$ cat src/rtl/mem_access_unit.sv
// mem_access_unit: M-stage load/store engine driving a simple request/ack memory port.
// An aligned access in IDLE is captured once. It is held on the memory port with mem_req high
// until mem_ack arrives or ACK_TIMEOUT cycles pass. The unit then spends one RESP cycle
// reporting the result. Byte lanes are big-endian: byte offset 0 is mem_rdata[31:24].
//
// Ports:
//   clk, rst                   clock, synchronous active-low reset
//   MemWriteM, MemToRegM       store / load request (store wins when both are high)
//   MaskOp, LoadSignM          access size (00 word, 01 byte, 10 half, 11 word), sign-extend
//   AddrM, WriteDataM          byte address, right-justified store data
//   StallM, MisalignM          pipeline freeze, combinational misalignment flag
//   ReadValidW, ReadDataW      load-result pulse and extended load data
//   ErrorM                     one-cycle pulse on ack timeout
//   mem_req .. mem_rdata       memory request/ack interface
module mem_access_unit #(
  parameter int unsigned ACK_TIMEOUT = 16
) (
  input  logic        clk,
  input  logic        rst,
  input  logic        MemWriteM,
  input  logic        MemToRegM,
  input  logic [1:0]  MaskOp,
  input  logic        LoadSignM,
  input  logic [31:0] AddrM,
  input  logic [31:0] WriteDataM,
  output logic        StallM,
  output logic        MisalignM,
  output logic        ReadValidW,
  output logic [31:0] ReadDataW,
  output logic        ErrorM,
  output logic        mem_req,
  output logic        mem_we,
  output logic [3:0]  mem_be,
  output logic [31:0] mem_addr,
  output logic [31:0] mem_wdata,
  input  logic        mem_ack,
  input  logic [31:0] mem_rdata
);

  localparam int unsigned CntW = (ACK_TIMEOUT > 1) ? $clog2(ACK_TIMEOUT) : 1;
  localparam logic [CntW-1:0] LastCnt = CntW'(ACK_TIMEOUT - 1);

  typedef enum logic [1:0] {StIdle, StAccess, StResp} state_e;
  state_e state_q, state_d;

  logic [CntW-1:0] cnt_q;
  logic            we_q, load_q, sign_q, byte_q, half_q;
  logic [1:0]      off_q;
  logic [3:0]      be_q;
  logic [31:0]     addr_q, wdata_q, rdata_q;
  logic            rvalid_q, err_q;

  logic        access, is_byte, is_half, is_word, misalign, start, ack_hit, timeout;
  logic [3:0]  be_d;
  logic [31:0] wdata_d, load_ext;
  logic [7:0]  lane_byte;
  logic [15:0] lane_half;

  assign access   = MemWriteM | MemToRegM;
  assign is_byte  = (MaskOp == 2'b01);
  assign is_half  = (MaskOp == 2'b10);
  assign is_word  = ~is_byte & ~is_half;
  assign misalign = access & ((is_word & (AddrM[1:0] != 2'b00)) | (is_half & AddrM[0]));
  assign start    = (state_q == StIdle) & access & ~misalign;
  assign ack_hit  = (state_q == StAccess) & mem_ack;
  // The ACK_TIMEOUT-th ACCESS cycle without ack ends the access.
  assign timeout  = (state_q == StAccess) & ~mem_ack & (cnt_q == LastCnt);

  // State register
  always_ff @(posedge clk) begin
    if (!rst) state_q <= StIdle;
    else      state_q <= state_d;
  end

  // Next-state logic
  always_comb begin
    state_d = state_q;
    unique case (state_q)
      StIdle:   if (start) state_d = StAccess;
      StAccess: if (ack_hit || timeout) state_d = StResp;
      StResp:   state_d = StIdle;
      default:  state_d = StIdle;
    endcase
  end

  // FSM outputs
  always_comb begin
    StallM  = 1'b0;
    mem_req = 1'b0;
    unique case (state_q)
      StIdle:   StallM = start;
      StAccess: begin
        StallM  = 1'b1;
        mem_req = 1'b1;
      end
      default: ;
    endcase
  end

  // Request lane enables and replicated store data
  always_comb begin
    be_d    = 4'b1111;
    wdata_d = WriteDataM;
    if (is_byte) begin
      be_d    = 4'b1000 >> AddrM[1:0];
      wdata_d = {4{WriteDataM[7:0]}};
    end else if (is_half) begin
      be_d    = AddrM[1] ? 4'b0011 : 4'b1100;
      wdata_d = {2{WriteDataM[15:0]}};
    end
  end

  // Load lane select and extension
  always_comb begin
    lane_byte = mem_rdata[7:0];
    unique case (off_q)
      2'd0:    lane_byte = mem_rdata[31:24];
      2'd1:    lane_byte = mem_rdata[23:16];
      2'd2:    lane_byte = mem_rdata[15:8];
      default: lane_byte = mem_rdata[7:0];
    endcase
    lane_half = off_q[1] ? mem_rdata[15:0] : mem_rdata[31:16];
    if (byte_q)      load_ext = {{24{sign_q & lane_byte[7]}}, lane_byte};
    else if (half_q) load_ext = {{16{sign_q & lane_half[15]}}, lane_half};
    else             load_ext = mem_rdata;
  end

  // Request capture, timeout counter and response registers
  always_ff @(posedge clk) begin
    if (!rst) begin
      cnt_q    <= '0;
      we_q     <= 1'b0;
      load_q   <= 1'b0;
      sign_q   <= 1'b0;
      byte_q   <= 1'b0;
      half_q   <= 1'b0;
      off_q    <= 2'b00;
      be_q     <= 4'b0000;
      addr_q   <= '0;
      wdata_q  <= '0;
      rdata_q  <= '0;
      rvalid_q <= 1'b0;
      err_q    <= 1'b0;
    end else begin
      rvalid_q <= 1'b0;
      err_q    <= 1'b0;
      if (start) begin
        cnt_q   <= '0;
        we_q    <= MemWriteM;
        load_q  <= ~MemWriteM;
        sign_q  <= LoadSignM;
        byte_q  <= is_byte;
        half_q  <= is_half;
        off_q   <= AddrM[1:0];
        be_q    <= be_d;
        addr_q  <= {AddrM[31:2], 2'b00};
        wdata_q <= wdata_d;
      end else if (state_q == StAccess) begin
        cnt_q <= cnt_q + CntW'(1);
      end
      if (ack_hit) begin
        if (load_q) rdata_q <= load_ext;
        rvalid_q <= load_q;
      end else if (timeout) begin
        if (load_q) rdata_q <= '0;
        rvalid_q <= load_q;
        err_q    <= 1'b1;
      end
    end
  end

  assign MisalignM  = misalign;
  assign ReadValidW = rvalid_q;
  assign ReadDataW  = rdata_q;
  assign ErrorM     = err_q;
  assign mem_we     = we_q;
  assign mem_be     = be_q;
  assign mem_addr   = addr_q;
  assign mem_wdata  = wdata_q;

endmodule

$ cat config.mk
export PLATFORM = sky130hd
export DESIGN_NAME = mem_access_unit
export DESIGN_NICKNAME = d
export VERILOG_FILES = /design/src/rtl/mem_access_unit.sv
export SDC_FILE = /design/constraint.sdc
export NUM_CORES = 1
export LEC_CHECK = 0
export CAP_MARGIN = 20
export CORE_ASPECT_RATIO = 0.7
export CORE_MARGIN = 2
export CORE_UTILIZATION = 47
export CTS_CLUSTER_DIAMETER = 100
export DETAILED_ROUTE_END_ITERATION = 8
export PLACE_DENSITY = 0.87
export SYNTH_ARGS = -nofsm -noshare
export SYNTH_HDL_FRONTEND = slang
export SYNTH_SLANG_ARGS = --single-unit
$ cat constraint.sdc
create_clock -name clk -period 3.15 [get_ports clk]
set_input_delay 0.4725 -clock clk [delete_from_list [all_inputs] [get_ports clk]]
set_output_delay 0.4725 -clock clk [all_outputs]
set_load 0.05 [all_outputs]
## Yosys cells after proc, flatten, opt, wreduce, memory -nomap -nowiden

Cells that the tools add are included.

| storage, ports and cells | value |
|---|---|
| register bits after elaboration | 113 |
| logic and storage cells | 75 |
| bits of input ports | 104 |
| output and inout port bits | 106 |

| operators by class | value |
|---|---|
| equality and inequality tests | 10 |
| $add $sub $neg | 1 |
| reductions and logical operators | 9 |
| shift operators | 1 |
| bitwise operators | 19 |
| multiplexer cells | 21 |

Operator list:

| cell | number |
|---|---|
| $mux 32 | 8 |
| $pmux 8 s3 | 1 |
| $mux 16 | 1 |
| $mux 4 | 3 |
| $and 1x1->1 | 11 |
| $eq 2x1->1 const B | 3 |
| $ne 2x2->1 const B | 3 |
| $not 1->1 | 6 |
| $add 4x1->4 const B | 1 |
| $eq 2x2->1 const B | 2 |
| $eq 4x4->1 const B | 1 |
| $logic_not 2->1 | 2 |
| $mux 1 | 4 |
| $mux 2 | 2 |
| $pmux 2 s2 | 1 |
| $reduce_bool 2->1 | 2 |
| $reduce_or 2->1 | 2 |
| $shr 4x2->4 const A | 1 |
| $reduce_and 3->1 | 1 |
| $ne 2x1->1 const B | 1 |
| $or 1x1->1 | 2 |
| $pmux 1 s2 | 1 |
| $reduce_and 2->1 | 1 |
| $logic_or 1x1->1 | 1 |

## Logic depth before layout (Yosys ltp)

Gate-level depths: netlist (run 1).

| logic depth | value |
|---|---|
| word-level depth | 10 |
| mapped depth | 8 |
| gate-level depth less buffers | 6 |

## Least setup slack after synthesis (run 1)

No wires, ideal clock.

| timing path | value |
|---|---|
| kind | input port to output port |
| start | input port MaskOp[0] |
| end | output port StallM |
| path slack | 0.663 ns |
| stages | 6 |
| data arrival time | 2.015 ns |
| data required time | 2.677 ns |
| buffers on the path | 1 |
| path through | inv_1 > ha_1 > or2_2 > a2111o_1 > buf_2 > nand2b_1 |

| between the ends | value |
|---|---|
| word-level cells in the longest chain between the ends | 9 |
| elaborated cells between the ends (all ways) | 12 |
| those cells by class | eq/ne: 2; mux: 1; bitwise: 9 |

RTL lines:

| what | RTL line | source |
|---|---|---|
| start, declared | 22 | `input logic [1:0] MaskOp,` |
| $eq 2x1->1 or $eq 2x2->1 (tied branches) | 60, 61 |  |
| $not 1->1 | 62 | `assign is_word = ~is_byte & ~is_half;` |
| $and 1x1->1 | 62 |  |
| $and 1x1->1 | 63 | `assign misalign = access & ((is_word & (AddrM[1:0] != 2'b00)) \| (is_half & AddrM[0]));` |
| $or 1x1->1 (*) | 63 |  |
| $and 1x1->1 (*) | 63 |  |
| $not 1->1 (*) | 64 | `assign start = (state_q == StIdle) & access & ~misalign;` |
| $and 1x1->1 (*) | 64 |  |
| $pmux 1 s2 (*) | 90 | `unique case (state_q)` |
| end, declared | 26 | `output logic StallM,` |

Mark *: on every way between the ends. The rest lies on a longest branch, timed or not.

## Worst setup path in the final report (run 1)

Same ends and word-level chain as after synthesis.

==> results of run 1 <==
## per-stage QoR
stage | hold WS (ns) | cells | worst slack (ns) | instance area [um2]
floorplan | 0.457 | 566 | 0.663 | 5130
global placement | 0.440 | 866 | 0.276 | 7230
global route | 0.471 | 898 | 0.163 | 7830
finish | 0.449 | 898 | 0.248 | 7830
CTS | 0.451 | 898 | 0.245 | 7830
detailed placement | 0.444 | 866 | 0.255 | 7230
## per-layer routing
layer,GRT usage (%),vias to the layer above,routed length [um]
met3,7.60,29,1170
met2,42.0,212,7190
met1,32.8,2325,6690
li1,-,2352,-
met4,8.88,0,314
met5,0,-,0
## worst reg2reg max path, delay by kind of cell (launching register included)
kind                   cells  cell delay (ns)
AND/OR/NAND/NOR            3             1.04
buffers and inverters      2             0.53
flip-flops                 1             0.41
AO/OA/AOI/OAI              1             0.20
## layout by cell type, fill, tap and decap left out, types with 3 or more instances in the layout
| cell | n |
|---|---|
| buf_4 | 13 |
| a221o_2 | 4 |
| a221o_1 | 20 |
| inv_1 | 19 |
| nand2_1 | 143 |
| a21boi_0 | 44 |
| clkinvlp_4 | 5 |
| a22o_1 | 8 |
| mux2_2 | 17 |
| clkdlybuf4s50_1 | 204 |
| ha_1 | 3 |
| clkinv_2 | 4 |
| nand3_1 | 16 |
| dfxtp_1 | 113 |
| o211a_1 | 17 |
| mux4_1 | 7 |
| a21boi_1 | 10 |
| buf_12 | 3 |
| a21oi_1 | 3 |
| mux2i_1 | 10 |
| bufinv_16 | 3 |
| o21ai_0 | 40 |
| nor2_1 | 10 |
| clkbuf_16 | 17 |
## worst max path at each step
stage | startpoint | end | slack (ns) | cells past startpoint
finish | MaskOp[0] | StallM | 0.25 | 7
global route | MaskOp[0] | StallM | 0.16 | 7
CTS | MaskOp[0] | StallM | 0.25 | 7
detailed placement | MaskOp[0] | mem_be[3]$_SDFFE_PN0P_ | 0.26 | 8
global placement | MaskOp[0] | mem_be[3]$_SDFFE_PN0P_ | 0.28 | 8
floorplan | MaskOp[0] | StallM | 0.66 | 6
## flip-flops by register name, indices dropped and copies added, names as in the netlist, 2 cells and up
name       count
ReadDataW     32
mem_wdata     32
mem_addr      30
cnt_q          4
mem_be         4
off_q          2
state_q        2
## kinds of logic after synthesis
logic type,after synthesis,share of synthesized area (%)
adders and majority gates,3,0.732
buffers and inverters,72,7.00
and+or+nand+nor,183,14.7
DFF,113,44.1
AOI/OAI and AO/OA,155,23.1
xor gates and xnor gates,3,0.512
muxes,35,9.71
other,1,0.0731
## synthesized netlist by cell type (3+ instances only)
cell type	count	area, um2
nand2_1	143	537
buf_4	4	30.0
o21ai_0	40	200
a21boi_1	10	75.1
nand3_1	16	80.1
a21oi_1	3	15.0
mux2_2	17	191
dfxtp_1	113	2260
inv_1	19	71.3
clkbuf_1	25	93.8
o211a_1	17	170
ha_1	3	37.5
a221o_1	20	200
mux2i_1	10	100
buf_6	4	45.0
a22o_1	8	70.1
nor2_1	10	37.5
buf_2	17	85.1
a221o_2	4	45.0
mux4_1	7	184
a21boi_0	44	330
## power by group through the flow
stage	sequential, mW	combinational [mW]	clock, mW
after detailed placement	1.63	1.13	0
after CTS	1.60	1.14	1.96
after global placement	1.62	1.12	0
after floorplan	1.94	0.378	0
after global routing	1.61	1.20	2.02
final	1.60	1.14	1.93
## layout make-up
class	instances	area (um2)
Fill cell	735	2640
Multi-Input combinational cell	381	2520
Tap cell	132	165
Sequential cell	113	2260
Inverter	19	71.3
Timing Repair Buffer	221	2200
Clock inverter	14	165
Clock buffer	18	439
==> flow_summary.ini, run 1 <==
[run_status]
status = finished, final reports clean

[worst_hold_path]
hold_class = reg -> reg
hp-start = mem_we$_SDFFE_PN0P_
hold_end = mem_we$_SDFFE_PN0P_
min_path_cells = 2

[cts]
hold_buffers = 0
numCtsBuffers = 17
insertion_delay_ns = 0.40
cts_buffer_depth = 2
cts.sinks = 113
cts_tree = built
path_clk_slew_ns = 0.05
post_cts_resized = 0
post_cts_buffers = 0
htree_num_levels = 4
root_buffer = clkbuf_16

[placement]
io_buffers = 207
dp_hpwl_mm = 10.9
gp_congestion = 0.823

[pwr]
p_switching_mw = 1.42
p_int_mw = 3.25
clkPwrFrac_pct = 41.4
pwr-share-comb_pct = 24.4
peakVddDrop_uv = 440
pwr-share-seq_pct = 34.3
p_sw_share_pct = 30.5
power_density_mw_per_mm2 = 597
p_leak_nw = 3.17
totalPowerFinal_mw = 4.67

[sta]
slew_headroom_pct = 54.6
tightest_slew_ns = 0.681
max_freq_ghz = 0.345
setup_tns_ns = 0
rsz0062_at_grt = no
fin_crit_ns = 2.90
finClkSkew_ns = 0.0117
hold_violations = 0
finalMaxSlewViolations = 0
setup_viol = 0
fin_crit_sh_pct = 92.1

[synthesis]
seq_area_frac_synth_pct = 44.1
synthArstFlopShare_pct = 0
synth_flop_cell = dfxtp_1
ys_types = 43
synth_edf_count = 0
synth.yosys.warnings = 0
synth_cells = 565
syn_avg_cell_area_um2 = 9.08
ys_ff_latch = 113
netlist_area_mm2 = 0.00513

[finish]
final_core_util_pct = 74.8
final_nets = 860
syn_to_final_growth_pct = 52.7
drive_gt1_share_pct = 10.1
antennaDiodeCount = 0

[worst_setup_path]
crit_family = buffers and inverters
reg2reg_depth = 6
cp-start-kind = input port
r2r_slack_ns = 0.93
path_class = in -> out
cp_max_fo = 3
required_ns = 2.68
crit_path_end_kind = output port
slowest_delay_ns = 0.50
crit-reg2reg-launch = state_q[0]$_SDFFE_PN0P_
crit_chain = clkdlybuf4s50_1 > inv_1 > ha_1 > or2_2 > a2111o_2 > nand2b_1 > buf_12
arrival_ns = 2.43
rr_endpoint = ReadDataW[31]$_SDFFE_PN0P_
path_buf_inv = 3
cp_slowest_cell = clkdlybuf4s50_1

[floorplan]
die_area_mm2 = 0.0118
core_area_mm2 = 0.0105
pin_count = 210
die_y_um = 91.4
die_w_um = 129
num_rows = 31
start_util_pct = 49.0

[drt]
drtIter0Drc = 282
post-route-drc-count = 0
vias_per_cell = 5.48
drt_wl_total_mm = 15.4
firstDrtPassIters = 6
wire_per_inst_um = 17.1
vias = 4918
ant_nets = 0

[global_routing]
grt_max_degree = 78
antenna_found_initial = 0
grt_overflow_total = 0
grt_pass1_wl_mm = 24.1
first_global_vias = 4788
track_usage_pct = 25.9

[job]
maxCapViolCount = 0
Power figures use the tool's default switching activity.
==> inputs of run 2 (changes only) <==
GPL_ROUTABILITY_DRIVEN = 0   (was unset)
==> results of run 2 <==
No change in the layout: final DEF, timing and power equal those of run 1.
==> RTL change 1, RTL diff (config.mk and constraints of run 2) <==
Change the parameter `ACK_TIMEOUT` from 16 to 8.
--- a/src/rtl/mem_access_unit.sv
+++ b/src/rtl/mem_access_unit.sv
@@ -15,3 +15,3 @@
 module mem_access_unit #(
-  parameter int unsigned ACK_TIMEOUT = 16
+  parameter int unsigned ACK_TIMEOUT = 8
 ) (
Behaviour: no difference found for any inputs over 4 cycles, from zero or initial values and one cycle with rst low; that may be too few to reach the edited logic, so the function may still have changed.
==> RTL change 1 against run 2 <==
Via count is 0.98% higher. Routed wire length fell by 1.1%. Combinational power is 4% lower. Fmax grew 18%. Worst setup slack better by 0.44 ns. Register-to-register slack worse by 0.24 ns. Synthesized area fell by 4.6%. Critical path depth decreased by 3. Die area is 4.5% lower. Sequential cell count is 1 lower. Final area shrank 6.5%. Sequential share of layout area grew 1.7 points. Total power fell by 17%.
==> RTL change 1: results (changes against run 2) <==
[clocking]
worstSkewPairLatency_ns = 0.34  ; -0.06 ns
cts.clk_slew.worst_paths_ns = 0.07  ; +0.02 ns
h-tree-depth = 3  ; -1
numCtsBuffers = 9  ; -8
clockRootBuffer = clkbuf_16

[routing]
met2_wirelength_mm = 7.39  ; +2.7%
vias_per_cell = 5.56  ; +1.5%
vias = 4966  ; +0.98%
dr.pass1.iters = 5  ; -1

[critical_path]
crit_fanout = 20  ; +17
critical_path_class = flip-flop to flip-flop
worst_ep_arrival_time_ns = 2.70  ; +0.27 ns
timing.rr.start = half_q
max_stage_delay_ns = 0.81  ; +0.31 ns

[global_routing]
grt_usage_pct = 25.4  ; -0.49 points
grtUsageMet1_pct = 31.2  ; -1.7 points
met3_usage_pct = 7.18  ; -0.42 points
grt_pass1_vias = 4614  ; -3.6%
grt_pass1_wl_mm = 23.0  ; -4.6%
grt.met2_usage_pct = 44.9  ; +2.9 points

[sta]
finClkSkew_ns = 0.00734  ; -0.00438 ns
max_slew_margin_pct = 34.6  ; -20 points

[synthesis]
syn_area_per_cell_um2 = 8.49  ; -6.5%
synthXorXnorAreaFrac_pct = 0.179  ; -0.33 points
ys_types = 42  ; -2.3%
yosysSeqAreaShare_pct = 45.8  ; +1.7 points
synth_area_leaders = dfxtp_1 (46%), nand2_1 (11%), a21oi_1 (6.0%)
synthTopCellsByCount = nand2_1 (142), dfxtp_1 (112), a21oi_1 (59)
synth-compound-area-share_pct = 22.0  ; -1.2 points
synth_mux_area_share_pct = 8.60  ; -1.1 points

[pwr]
leakagePower_uw = 0.00280  ; -12%
intPower_uw = 2640  ; -19%
peakVddDrop_v = 0.000376  ; -15%

[finish]
num-nets-final = 865  ; +0.58%
layout-drive-gt1-share_pct = 5.39  ; -4.7 points

[worst_hold_path]
hold_path.startpoint = mem_addr[11]

[placed_design]
place_hpwl_mm = 10.9  ; about the same
placed_area_um2 = 7010  ; -3.1%
place_inst = 878  ; +1.4%

[outcome]
status = completed

RTL change 1: worst paths after layout:
check                      end  slack (ns)  cells past startpoint
setup / recovery  ReadDataW[8]        0.69                      4
hold / removal    mem_addr[11]        0.46                      2
setup reg to reg  ReadDataW[8]        0.69                      4
hold reg to reg   mem_addr[11]        0.46                      2
RTL change 1: per-stage QoR:
step | setup WS (ns) | hold slack (ns) | util (%)
2_1_floorplan | 0.984 | 0.465 | -
3_3_place_gp | 0.696 | 0.437 | 68.4
3_5_place_dp | 0.640 | 0.446 | 68.4
4_1_cts | 0.684 | 0.456 | 71.5
5_1_grt | 0.554 | 0.474 | 71.5
6_report | 0.692 | 0.456 | 71.5
RTL change 1: cells by family (layout without fill, tap and decap cells):
| family | after synthesis | count (layout) |
|---|---|---|
| and+or+nand+nor | 191 | 191 |
| AOI/OAI and AO/OA | 165 | 165 |
| DFF | 112 | 112 |
| buffers and inverters | 68 | 252 |
| muxes | 34 | 34 |
| adders and majority gates | 4 | 4 |
| other | 1 | 2 |
| xor gates and xnor gates | 1 | 1 |
RTL change 1: tightest hold or removal path: stages, from the launching register on:
cell	delay [ns]
dfxtp_1	0.31
nand2_1	0.05
a21oi_1	0.05
RTL change 1: layout make-up:
class / instances / area [um^2]
repair buffers: 216 / 2180
fillers: 756 / 2910
clock buffers: 9 / 225
flip-flops and latches: 112 / 2240
well taps: 132 / 165
inverters: 21 / 78.8
multi-input cells: 397 / 2340
clock inverters: 6 / 93.8
RTL change 1: power by group through the flow:
| stage | sequential (uW) | clock, uW | combinational, uW |
|---|---|---|---|
| final | 1590 | 1220 | 1090 |
| after global routing | 1600 | 1280 | 1150 |
| after CTS | 1590 | 1240 | 1090 |
| after detailed placement | 1620 | 0 | 1080 |
| after global placement | 1610 | 0 | 1060 |
| after floorplan | 1910 | 0 | 372 |
==> RTL change 2, RTL diff (flow settings as in run 2) <==
Without the edit above. Make the reset (`rst`) asynchronous in 2 clocked blocks. Comments in the files are not updated.
--- a/src/rtl/mem_access_unit.sv
+++ b/src/rtl/mem_access_unit.sv
@@ -69,3 +69,3 @@
   // State register
-  always_ff @(posedge clk) begin
+  always_ff @(posedge clk or negedge rst) begin
     if (!rst) state_q <= StIdle;
@@ -128,3 +128,3 @@
   // Request capture, timeout counter and response registers
-  always_ff @(posedge clk) begin
+  always_ff @(posedge clk or negedge rst) begin
     if (!rst) begin
Formal check against the unedited RTL: differs if rst is asserted again (counterexample within 4 cycles, from zero or initial values and one cycle with rst low); with rst held inactive, the same outputs for 4 cycles.
==> RTL change 2 against run 2 <==
Critical path type unchanged. Final area grew 5.5%. Largest cell class is now sequential cells. Register-to-register slack improved by 0.12 ns. Highest routed layer unchanged. Fmax rose by 19%. Sequential share of layout area grew 5.3 points. Sequential cell count is the same. Synthesized cell count shrank 22%. Routed wire length up 0.20%. Synthesized area increased by 7.9%. Worst setup slack better by 0.46 ns.
Power is not compared: it rests on default switching activity, and its combinational part moved more than twofold at a synthesized area within 25%.
==> RTL change 2: results (changes against run 2) <==
[routing]
dr.pass1.iters = 5  ; -1
vias_per_cell = 5.43  ; -0.78%
vias = 4445  ; -9.6%
first_iter_violations = 374  ; +33%
drt_wl_total_mm = 15.4  ; +0.20%

[sta]
finClkSkew_ns = 0.0111  ; -0.000666 ns
worst_pin_slew_ns = 0.961  ; +0.280 ns

[critical_path]
reg2reg_setup_slack_ns = 1.05  ; +0.12 ns
rr_endpoint = ReadDataW[15]

[synthesis]
ys_types = 41  ; -4.7%
synth_mux_area_share_pct = 23.0  ; +13 points
synth-compound-area-share_pct = 11.6  ; -12 points
synthArstFlopShare_pct = 100  ; +100 points
synthXorXnorAreaFrac_pct = 0.317  ; -0.20 points
synth_area_leaders = dfrtp_1 (51%), mux2_2 (14%), mux2i_1 (4.0%)
synthAdderAreaFrac_pct = 0.678  ; -0.053 points
synth_cells = 442  ; -22%
yosysSeqAreaShare_pct = 51.1  ; +7.0 points

[worst_hold_path]
hold_class = input pin to asynchronous set/reset pin

[global_routing]
grt_max_degree = 59  ; -24%
grt_pass1_wl_mm = 23.8  ; -1.2%

[placed_design]
dp_slack_ns = 0.351  ; +0.0962 ns
place_inst = 786  ; -9.2%
placed_area_um2 = 7680  ; +6.2%
place_hpwl_mm = 11.4  ; +4.7%

[finish]
num-nets-final = 755  ; -12%
layout-drive-gt1-share_pct = 19.8  ; +9.8 points

[outcome]
status = completed

==> RTL change 2: where the power goes <==
group / internal [uW] / switching (uW)
logic: 2080 / 3460
clock network: 1260 / 638
registers: 2150 / 483
==> RTL change 2: worst min-delay path by stage <==
stage,startpoint,endpoint,slack (ns)
3_5_place_dp,mem_addr[24],mem_addr[24],0.48
3_3_place_gp,mem_addr[9],mem_addr[9],0.47
6_report,rst,mem_addr[8],0.15
4_1_cts,rst,mem_addr[8],0.17
5_1_grt,rst,mem_addr[8],0.20
2_1_floorplan,rst,ErrorM,0.18
==> RTL change 2: logic make-up (layout without fill, tap and decap cells) <==
group	after synthesis	count (layout)
buffers and inverters	68	286
AND/OR/NAND/NOR	64	64
flip-flops	113	113
adder cells (fa/ha/maj)	3	3
other	1	2
multiplexers	107	107
AO/OA/AOI/OAI	84	84
XOR/XNOR	2	2
==> RTL change 2: layer usage <==
layer	vias up	global-route usage (%)	wire, um
met3	17	8.32	1310
met1	2199	33.2	6680
met5	-	0	0
met2	194	38.2	7200
li1	2035	-	-
met4	0	7.18	217
==> RTL change 2: worst max-delay path, cell delays in order <==
cell	delay, ns
clkdlybuf4s50_1	0.48
inv_1	0.05
ha_1	0.32
nor2_1	0.22
o221ai_2	0.14
nand2_1	0.08
buf_4	0.19
==> RTL change 2: final cells by class <==
cell class              count  area [um^2]
clock buffers              21          450
repair buffers            221         2190
fillers                   796         3340
multi-input cells         262         2330
flip-flops and latches    113         2830
inverters                  33          124
clock inverters            11          138
well taps                 157          196
==> RTL change 2: stage by stage <==
stage / power [uW] / hold WS, ns
after CTS: 10100 / 0.165
after floorplan: 6360 / 0.177
after global placement: 8070 / 0.467
final: 10100 / 0.152
after global routing: 10500 / 0.202
after detailed placement: 8190 / 0.477
